File: src/rtl/sdram_pixel_pkg.sv
// Shared definitions for the SDRAM pixel packer/unpacker pair: packed-word
// field positions, pixel widths, the frame state enum and the word-pair unpack helper.
package sdram_pixel_pkg;

  localparam int PIX_W    = 10;
  localparam int WORD_W   = 16;
  localparam int RGB_W    = 3 * PIX_W;
  localparam int PAD_BIT  = 15;
  localparam int G_HI_MSB = 14;
  localparam int G_HI_LSB = 10;
  localparam int BR_MSB   = 9;
  localparam int BR_LSB   = 0;

  typedef enum logic {
    IDLE   = 1'b0,
    ACTIVE = 1'b1
  } state_t;

  typedef struct packed {
    logic [PIX_W-1:0] r;
    logic [PIX_W-1:0] g;
    logic [PIX_W-1:0] b;
  } rgb_t;

  // Word 1 carries {G[9:5], B}, word 2 carries {G[4:0], R}; the pad bit is stripped by the caller.
  function automatic rgb_t unpack_pair(input logic [PAD_BIT-1:0] w1, input logic [PAD_BIT-1:0] w2);
    rgb_t p;
    p.r = w2[BR_MSB:BR_LSB];
    p.g = {w1[G_HI_MSB:G_HI_LSB], w2[G_HI_MSB:G_HI_LSB]};
    p.b = w1[BR_MSB:BR_LSB];
    return p;
  endfunction

endpackage

File: src/rtl/pixel_word_unpack.sv
// Combinational unpack of one FIFO word pair into {R,G,B}, with the fill
// colour substituted when no word was popped for this pixel.
module pixel_word_unpack
  import sdram_pixel_pkg::*;
#(
  parameter logic [29:0] FILL_RGB = 30'h0
) (
  input  logic [15:0] rd1_word,
  input  logic [15:0] rd2_word,
  input  logic        popped,
  output logic [29:0] pixel
);

  logic [RGB_W-1:0] unpacked;
  logic             unused_pad;

  assign unpacked   = unpack_pair(rd1_word[PAD_BIT-1:0], rd2_word[PAD_BIT-1:0]);
  assign unused_pad = rd1_word[PAD_BIT] ^ rd2_word[PAD_BIT];
  assign pixel      = popped ? unpacked : FILL_RGB;

endmodule

File: src/rtl/sdram_pixel_unpacker.sv
// Read-side pixel unpacker: pops SDRAM read FIFO word pairs on display requests.
// Optional build macro SDRAM_PIXEL_UNPACKER_UNDERFLOW_COUNT_EN adds oUnderflow_count.
module sdram_pixel_unpacker
  import sdram_pixel_pkg::*;
#(
  parameter int          H_ACTIVE = 640,
  parameter int          V_ACTIVE = 480,
  parameter logic [29:0] FILL_RGB = 30'h0
) (
  input  logic        iClk,
  input  logic        iRst_n,
  input  logic        iFrame_start,
  input  logic        iRead_req,
  input  logic [15:0] iRd1_data,
  input  logic [15:0] iRd2_data,
  input  logic        iRd_empty,
  output logic        oRd_req,
  output logic [9:0]  oRed,
  output logic [9:0]  oGreen,
  output logic [9:0]  oBlue,
  output logic        oPix_valid,
  output logic        oUnderflow,
  output logic        oFrame_done
`ifdef SDRAM_PIXEL_UNPACKER_UNDERFLOW_COUNT_EN
  ,
  output logic [15:0] oUnderflow_count
`endif
);

  localparam int TOTAL = H_ACTIVE * V_ACTIVE;
  localparam int CNT_W = (TOTAL > 1) ? $clog2(TOTAL) : 1;
  localparam logic [CNT_W-1:0] LAST_PIX = CNT_W'(TOTAL - 1);

  state_t           state;
  logic [CNT_W-1:0] pix_count;
  logic [CNT_W-1:0] cur_count;
  logic             req_q;
  logic             popped_q;
  logic             serve;
  logic             pop;
  logic             underflow;
  logic             last_pix;
  logic [RGB_W-1:0] pixel;

  // A frame start in the same cycle as a request makes that request pixel 0.
  assign serve     = iRead_req && (iFrame_start || (state == ACTIVE));
  assign cur_count = iFrame_start ? '0 : pix_count;
  assign pop       = serve && !iRd_empty;
  assign underflow = serve && iRd_empty;
  assign last_pix  = serve && (cur_count == LAST_PIX);
  assign oRd_req   = iRst_n && pop;

  always_ff @(posedge iClk or negedge iRst_n) begin
    if (!iRst_n) begin
      state       <= IDLE;
      pix_count   <= '0;
      req_q       <= 1'b0;
      popped_q    <= 1'b0;
      oUnderflow  <= 1'b0;
      oFrame_done <= 1'b0;
    end else begin
      req_q       <= iRead_req;
      popped_q    <= pop;
      oFrame_done <= last_pix;
      if (serve) begin
        if (last_pix) begin
          state     <= IDLE;
          pix_count <= cur_count;
        end else begin
          state     <= ACTIVE;
          pix_count <= cur_count + 1'b1;
        end
      end else if (iFrame_start) begin
        state     <= ACTIVE;
        pix_count <= '0;
      end
      if (underflow) begin
        oUnderflow <= 1'b1;
      end else if (iFrame_start) begin
        oUnderflow <= 1'b0;
      end
    end
  end

  pixel_word_unpack #(
    .FILL_RGB(FILL_RGB)
  ) u_unpack (
    .rd1_word(iRd1_data),
    .rd2_word(iRd2_data),
    .popped  (popped_q),
    .pixel   (pixel)
  );

  // FIFO data is valid the cycle after the pop, so the pixel registers one cycle later.
  always_ff @(posedge iClk or negedge iRst_n) begin
    if (!iRst_n) begin
      oPix_valid <= 1'b0;
      oRed       <= '0;
      oGreen     <= '0;
      oBlue      <= '0;
    end else begin
      oPix_valid <= req_q;
      if (req_q) begin
        {oRed, oGreen, oBlue} <= pixel;
      end
    end
  end

`ifdef SDRAM_PIXEL_UNPACKER_UNDERFLOW_COUNT_EN
  always_ff @(posedge iClk or negedge iRst_n) begin
    if (!iRst_n) begin
      oUnderflow_count <= '0;
    end else if (underflow) begin
      if (iFrame_start) begin
        oUnderflow_count <= 16'd1;
      end else if (oUnderflow_count != 16'hFFFF) begin
        oUnderflow_count <= oUnderflow_count + 16'd1;
      end
    end else if (iFrame_start) begin
      oUnderflow_count <= '0;
    end
  end
`endif

endmodule

File: config.mk
export PLATFORM = sky130hd
export DESIGN_NAME = sdram_pixel_unpacker
export DESIGN_NICKNAME = d
export VERILOG_FILES = /design/src/rtl/sdram_pixel_pkg.sv /design/src/rtl/pixel_word_unpack.sv /design/src/rtl/sdram_pixel_unpacker.sv
export SDC_FILE = /design/constraint.sdc
export NUM_CORES = 1
export LEC_CHECK = 0
export BUFFER_PORTS_ARGS = -buffer_cell sky130_fd_sc_hd__buf_2
export CAP_MARGIN = 5
export CORE_MARGIN = 4
export CORE_UTILIZATION = 55
export DETAILED_ROUTE_END_ITERATION = 16
export PLACE_DENSITY = 0.83
export SETUP_SLACK_MARGIN = 0.02
export SLEW_MARGIN = 0
export SYNTH_ARGS = -nofsm -noshare
export SYNTH_HDL_FRONTEND = slang
export SYNTH_SLANG_ARGS = --single-unit
File: constraint.sdc
create_clock -name iClk -period 3.6 [get_ports iClk]
set_input_delay 0.36 -clock iClk [delete_from_list [all_inputs] [get_ports iClk]]
set_output_delay 0.36 -clock iClk [all_outputs]
set_load 0.05 [all_outputs]
; Yosys cells after proc, flatten, opt, wreduce, memory -nomap -nowiden
; Cells that the tools add are included.
; Widths: inputs -> output; s select.
[classes]
addsub = 1
n_eq_ne = 1
mux = 9
n_reduce_logical = 9
[op_table]
columns = op, n
row1 = $mux 19, 3
row2 = $mux 30, 1
row3 = $add 19x1->19 const B, 1
row4 = $eq 19x19->1 const B, 1
row5 = $logic_and 1x1->1, 5
row6 = $mux 1, 5
row7 = $reduce_bool 2->1, 2
row8 = $logic_not 1->1, 1
row9 = $logic_or 1x1->1, 1
[word_totals]
reg_bits = 55
wordCells = 30

; Logic depth before layout (Yosys ltp)
; Gate-level depths: netlist of the first run.
[logic_depth]
depth_word = 5
ltp_mapped = 10

; Cells and area by module
; From an unflattened synthesis of the first run, not the netlist that was laid out.
[unflattened]
cells_unflattened = 229
hier_area_um2 = 2706.3
[modules_own_cells]
columns = mod, n_inst, cells_per_inst, area_per_inst_um2
row1 = sdram_pixel_unpacker, 1, 196, 2466.1
row2 = pixel_word_unpack, 1, 33, 240.2

; Worst setup path before layout of the first run
; Ideal clock, no wire load.
[synth_path]
path_type = in2reg
start = input port iFrame_start
end = register pix_count[14]
t_arrival_ns = 2.390
path_slack_ns = 1.132
cell_stages = 10
path_cell_list = buf_2 > clkbuf_1 > nand2b_1 > inv_1 > ha_1 > nand4_1 > or4_1 > clkbuf_2 > or4_1 > a21oi_1
[synth_between]
elab_chain_len = 5
word_cells_on_any_way = 8
[synth_lines]
columns = element, line_no
row1 = from (decl), sdram_pixel_unpacker.sv:12  ; input logic iFrame_start,
row2 = branches (longest 4 deep; another with $add 19x1->19), -
row3 = $mux 19 (*), sdram_pixel_unpacker.sv:65  ; if (serve) begin
row4 = to (signal assigned), sdram_pixel_unpacker.sv:68  ; pix_count <= cur_count;
row5 = to (signal assigned), sdram_pixel_unpacker.sv:71  ; pix_count <= cur_count + 1'b1;
row6 = to (decl), sdram_pixel_unpacker.sv:35  ; logic [CNT_W-1:0] pix_count;
; Every way passes the cells marked *.
; A chain may end at the register's enable or synchronous reset.

; Final worst setup path of the first run
; Ends and elaborated chain as after synthesis.

==> results of run 1 <==
## placed cells by master (no fill, tap or decap), types with 2 or more instances in the layout
cell        n
dfrtp_1    55
and2_1      3
buf_2      68
a2111oi_0   2
nor4_1      3
inv_1      36
mux2i_1     3
nor3_1      3
or2_2       2
nor2b_1     9
mux2_2      3
xnor2_1     8
o21ai_0    32
nand2b_1    7
or4_1       2
a21oi_1    11
nor2_1      8
nand3b_1    2
clkbuf_8    6
nand4_1     5
nand3_1    37
o22ai_1     3
buf_4       3
nand2_1     7
## area by class of cell
class | count | area, sq um
repair buffers | 71 | 363
clock buffers | 6 | 82.6
inverters | 36 | 135
flip-flops and latches | 55 | 1380
multi-input cells | 164 | 980
fillers | 351 | 1400
well taps | 52 | 65.1
clock inverters | 2 | 16.3
## logic make-up after synthesis
group	count (synthesis)
xor gates and xnor gates	8
adders and majority gates	1
muxes	6
DFF	55
AOI/OAI and AO/OA	54
buffers and inverters	52
and+or+nand+nor	95
## flip-flops by register name, indices dropped and copies added, names as in the netlist
name         cells
oBlue           10
oFrame_done      1
oGreen          10
oPix_valid       1
oRed            10
oUnderflow       1
pix_count       19
popped_q         1
req_q            1
state            1
## per-stage QoR
stage	utilization, %	setup WS [ns]	hold slack [ns]	cells
2_1_floorplan	-	1.13	0.0644	271
6_report	68.4	1.27	0.199	386
5_1_grt	68.4	1.06	0.220	386
4_1_cts	68.4	1.27	0.218	386
3_5_place_dp	66.1	0.950	0.512	378
3_3_place_gp	66.1	0.982	0.494	378
## where the power goes
| part | internal [W] | switching, W |
|---|---|---|
| clock | 0.000157 | 0.000196 |
| combinational | 0.0000466 | 0.000134 |
| sequential | 0.000642 | 0.0000166 |
| total | 0.000846 | 0.000347 |
## worst paths after layout
check	cells after the start	slack, ns	startpoint	end
min reg2reg	2	0.52	oBlue[2]	oBlue[2]
min	2	0.20	iRst_n	pix_count[17]
max	8	1.27	iFrame_start	pix_count[14]
max in group asynchronous	2	2.96	iRst_n	pix_count[7]
min in group iClk	2	0.23	iRd_empty	popped_q
max reg2reg	6	1.28	pix_count[1]	pix_count[14]
## routing by layer
metal  wire [microns]  vias up  part of all wire [%]  GRT usage, %
met5                0        -                     0             0
met4               51        0                  0.99          5.07
met3              372        4                   7.2          5.56
met2             2390       71                    46          28.3
met1             2340      952                    45          24.9
li1                 -     1038                     -             -
==> impl_metrics.py, run 1 <==
metrics = {
    "power_and_ir_drop": {
        "power_w": 0.00119,
        "leakage_nw": 1.43,
        "ir_drop_uv": 224,
        "p_per_area_nw_per_um2": 395,
    },
    "timing": {
        "finalHoldViolations": 0,
        "rsz0062_at_grt": "no",
        "slew_headroom_pct": 38.8,
        "clock.fmax_mhz": 429,
        "min_period_ns": 2.33,
        "setup_viol": 0,
        "setup_tns_ns": 0,
        "finClkSkew_ns": 0.0114,
        "period_share_pct": 64.7,
        "final_max_slew_viol_count": 0,
        "worstMarginPinSlew_ns": 0.918,
    },
    "drt": {
        "ant_nets": 0,
        "wirelength_mm": 5.15,
        "route.vias.total": 2065,
        "avgViaCountPerCell": 5.35,
        "drc": 0,
        "wl_per_cell_microns": 13.3,
        "dr.pass1.iters": 4,
        "drt-initial-drc-count": 125,
    },
    "cts": {
        "post_cts_buffers": 0,
        "cts-buffers-inserted": 5,
        "ctsResizeCount": 0,
        "cts_hold_buf": 0,
        "clk_pin_slew_worst_paths_ns": 0.10,
        "cts.htree.levels": 2,
        "clk_latency_ns": 0.30,
        "cts_tree": "done",
        "cts_sinks": 55,
        "clock_path_buffers": 2,
        "cts_root_buf": "clkbuf_8",
    },
    "floorplan": {
        "initial_core_util_pct": 57.9,
        "dieWidth_microns": 76.2,
        "core_sq_um": 4410,
        "dieArea_sq_um": 5800,
        "num_rows": 24,
        "die_y_microns": 76.2,
        "ios": 71,
    },
    "global_route": {
        "track_usage_pct": 18.2,
        "grt_max_degree": 62,
        "gr-total-overflow": 0,
        "antenna_found_initial": 0,
        "grt_first_pass_wirelength_mm": 8.95,
        "grt_pass1_vias": 1880,
    },
    "run_status": {
        "status": "completed",
    },
    "critical_path": {
        "cpMostUsedCell": "or4_1",
        "critical_path_class": "in2reg",
        "path_delay_family": "simple AND/OR/NAND/NOR gates",
        "cp-end-kind": "flip-flop",
        "crit_buf_inv": 2,
        "start_kind": "input pin",
        "required_ns": 3.83,
        "path_cells": "buf_2 > nand2b_1 > inv_1 > ha_1 > nand4_1 > or4_1 > or4_1 > a21oi_1",
        "crit_path_max_fanout": 34,
        "cp.arrival_ns": 2.56,
        "slowest_delay_ns": 0.63,
        "slowest_stage": "or4_1",
    },
    "logic_synthesis": {
        "synthTopCellsByCount": "dfrtp_1 (55), nand3_1 (37), inv_1 (36)",
        "yosysMostFrequentCell": "dfrtp_1",
        "synthTopCellsByArea": "dfrtp_1 (54%), nand3_1 (7.2%), o21ai_0 (6.3%), inv_1 (5.3%), xnor2_1 (2.7%)",
        "synthSimpleGateAreaFrac_pct": 20.8,
        "yosys.area_share.adder_pct": 0.490,
        "yosys_warnings": 0,
        "synth-edff-count": 0,
        "synth_cell_types": 38,
        "synth_compound_area_share_pct": 11.9,
        "synth_ff_type": "dfrtp_1",
        "muxShareOfSynthArea_pct": 2.50,
        "syn_area_sq_um": 2550,
        "yosys_register_bits": 55,
        "async_flop_share_pct": 100,
        "synth.largest_area_cell": "dfrtp_1",
        "netlist_instances": 271,
        "yosysSeqAreaShare_pct": 53.9,
        "syn-num-nets": 309,
        "synthXorXnorAreaFrac_pct": 2.74,
        "avgSynthCellArea_sq_um": 9.43,
        "synth_top_family_by_area": "simple AND/OR/NAND/NOR gates",
        "synth_top_area_share_pct": 53.9,
    },
    "final_layout": {
        "drive_gt1_share_pct": 25.7,
        "area_growth_pct": 18.1,
        "fin_nets": 371,
        "n_antenna_cell": 0,
        "finalInstanceArea_sq_um": 3020,
    },
    "place": {
        "dpl_cell_area_sq_um": 2920,
        "finalWeightedCongestion": 0.804,
        "portBuffers": 68,
        "hpwl_mm": 3.68,
    },
    "flow_run": {
        "maxCapViolCount": 0,
    },
    "hold_path": {
        "hold_path_class": "in2async",
    },
}
Note: power is estimated with default switching activity, not from simulation.
==> run 2, diff against run 1 <==
Settings changed: CORE_UTILIZATION 55 to 52, PLACE_DENSITY 0.83 to 0.8.
Clock period 3.6 ns to 2.3 ns, I/O delays scaled along.
==> run 2 against run 1 <==
Effect of this change:
- count of clock-buffer cells in the layout decreased by 1
- clock skew shrank 0.0084 ns
- global-route usage up 0.30 points
- combinational power grew 64%
- worst setup slack worse by 1.1 ns
- first-iteration DRC count fell by 54%
- clock power grew 44%
- cell count grew 6.2%
- critical endpoint unchanged
- largest power group unchanged
==> impl_metrics.py, run 2 (synthesis gave the netlist of run 1 again) <==
metrics = {
    "critical_path": {
        "endpoint": "pix_count[14]",
        "required_ns": 2.52,
        "crit_path_max_fanout": 4,
        "worstSetupStartpoint": "pix_count[0]",
        "start_kind": "flip-flop",
        "reg2reg_depth": 7,
        "cp-end-kind": "flip-flop",
        "r2r_setup_slack_ns": 0.18,
        "cp.arrival_ns": 2.34,
        "r2r-end": "pix_count[14]",
        "critical_path_class": "reg2reg",
        "r2r-start": "pix_count[0]",
    },
    "place": {
        "dpl_cell_area_sq_um": 3020,
        "preCtsSetupSlack_ns": 0.0893,
        "dp_cells": 402,
        "finalWeightedCongestion": 0.844,
        "portBuffers": 68,
        "hpwl_mm": 3.97,
    },
    "floorplan": {
        "ios": 71,
        "dieWidth_microns": 78.1,
        "initial_core_util_pct": 53.7,
        "die_y_microns": 78.1,
        "num_rows": 25,
        "core_sq_um": 4750,
        "dieArea_sq_um": 6100,
    },
    "drt": {
        "ant_nets": 0,
        "avgViaCountPerCell": 5.19,
        "wirelength_mm": 5.40,
        "dr.pass1.iters": 4,
        "wl_per_cell_microns": 13.2,
        "drc": 0,
        "drt-initial-drc-count": 58,
        "route.vias.total": 2128,
    },
    "timing": {
        "finClkSkew_ns": 0.00300,
        "finalHoldViolations": 0,
        "min_period_ns": 2.12,
        "setup_viol": 0,
        "setup_tns_ns": 0,
        "final_max_slew_viol_count": 0,
        "slew_headroom_pct": 54.5,
        "worstMarginPinSlew_ns": 0.683,
        "clock.fmax_mhz": 472,
        "period_share_pct": 92.2,
        "fin_ws_ns": 0.180,
        "rsz0062_at_grt": "no",
    },
    "cts": {
        "cts_root_buf": "clkbuf_8",
        "cts-buffers-inserted": 5,
        "cts_tree": "done",
        "cts_sinks": 55,
        "clk_latency_ns": 0.30,
        "clk_pin_slew_worst_paths_ns": 0.09,
        "cts.htree.levels": 2,
        "clock_path_buffers": 2,
    },
    "power_and_ir_drop": {
        "leakage_nw": 1.47,
        "p_sw_share_pct": 29.3,
        "p_seq_share_pct": 56.1,
        "pwr-share-clk_pct": 27.7,
        "p_per_area_nw_per_um2": 589,
        "comb_power_share_pct": 16.2,
        "ir_drop_uv": 275,
        "p_int_w": 0.00130,
        "p_sw_w": 0.000536,
    },
    "global_route": {
        "grt_pass1_vias": 2080,
        "track_usage_pct": 18.5,
        "grt_max_degree": 62,
        "antenna_found_initial": 0,
        "grt_first_pass_wirelength_mm": 9.13,
        "gr-total-overflow": 0,
    },
    "final_layout": {
        "layout_commonest_cell": "buf_2",
        "largest_reg_flops": 19,
        "largest-register": "pix_count",
        "drive_gt1_share_pct": 28.9,
        "fin_nets": 380,
        "finalInstanceArea_sq_um": 3110,
        "area_growth_pct": 21.7,
        "n_antenna_cell": 0,
        "final_cells": 410,
        "post-route-util_pct": 65.4,
        "mostFrequentLayoutCells": "buf_2 (68), dfrtp_1 (55), nand3_1 (37)",
    },
    "flow_run": {
        "maxCapViolCount": 0,
    },
    "hold_path": {
        "hold_path_class": "in2async",
    },
    "run_status": {
        "status": "completed",
    },
}
[run 2: area by class of cell]
class / count / area [sq um]
Fill cell: 419 / 1640
Inverter: 36 / 135
Timing Repair Buffer: 80 / 430
Clock buffer: 5 / 68.8
Multi-Input combinational cell: 164 / 996
Clock inverter: 3 / 20.0
Tap cell: 67 / 83.8
Sequential cell: 55 / 1380
[run 2: how the worst min path moves through the flow]
stage               depth (start not counted)             to  slack, ns       from
finish                                      2        oRed[8]       0.07     iRst_n
global route                                2       popped_q       0.08  iRd_empty
CTS                                         2  pix_count[13]       0.08     iRst_n
detailed placement                          2        oRed[0]       0.41     iRst_n
global placement                            2       popped_q       0.41     iRst_n
floorplan                                   0       oBlue[0]      -0.07     iRst_n
[run 2: what timing repair did]
action	in CTS	in global routing
hold buffers	0	0
endpoints found under the setup margin	0	5
gates resized for setup	0	2
hold endpoints to repair	0	0
setup buffers	0	0
[run 2: worst max-delay path, stage by stage, from the launching register on]
cell and delay, ns:
dfrtp_1 0.45, nand2b_4 0.07, inv_1 0.05, ha_2 0.19, nand4_1 0.13, or4_4 0.59
or4_1 0.41, a21oi_1 0.15
[run 2: stage by stage]
stage / power (W) / hold WS [ns]
floorplan: 0.00124 / -0.0656
global placement: 0.00134 / 0.413
detailed placement: 0.00135 / 0.411
CTS: 0.00186 / 0.0772
global route: 0.00193 / 0.0814
finish: 0.00183 / 0.0708
[run 2: power groups by stage]
stage,clock network (W),logic [W],registers [W]
3_3_place_gp,0,0.000293,0.00105
5_1_grt,0.000571,0.000323,0.00103
4_1_cts,0.000535,0.000300,0.00103
3_5_place_dp,0,0.000299,0.00105
2_1_floorplan,0,0.0000787,0.00116
6_report,0.000507,0.000297,0.00103
[run 2: routing by layer]
layer,share of wire (%),up-vias,track usage (%)
met2,47,56,31.4
met5,0,-,0
met3,6.1,4,4.13
met1,46,1010,24.1
met4,0.70,0,4.72
li1,-,1058,-
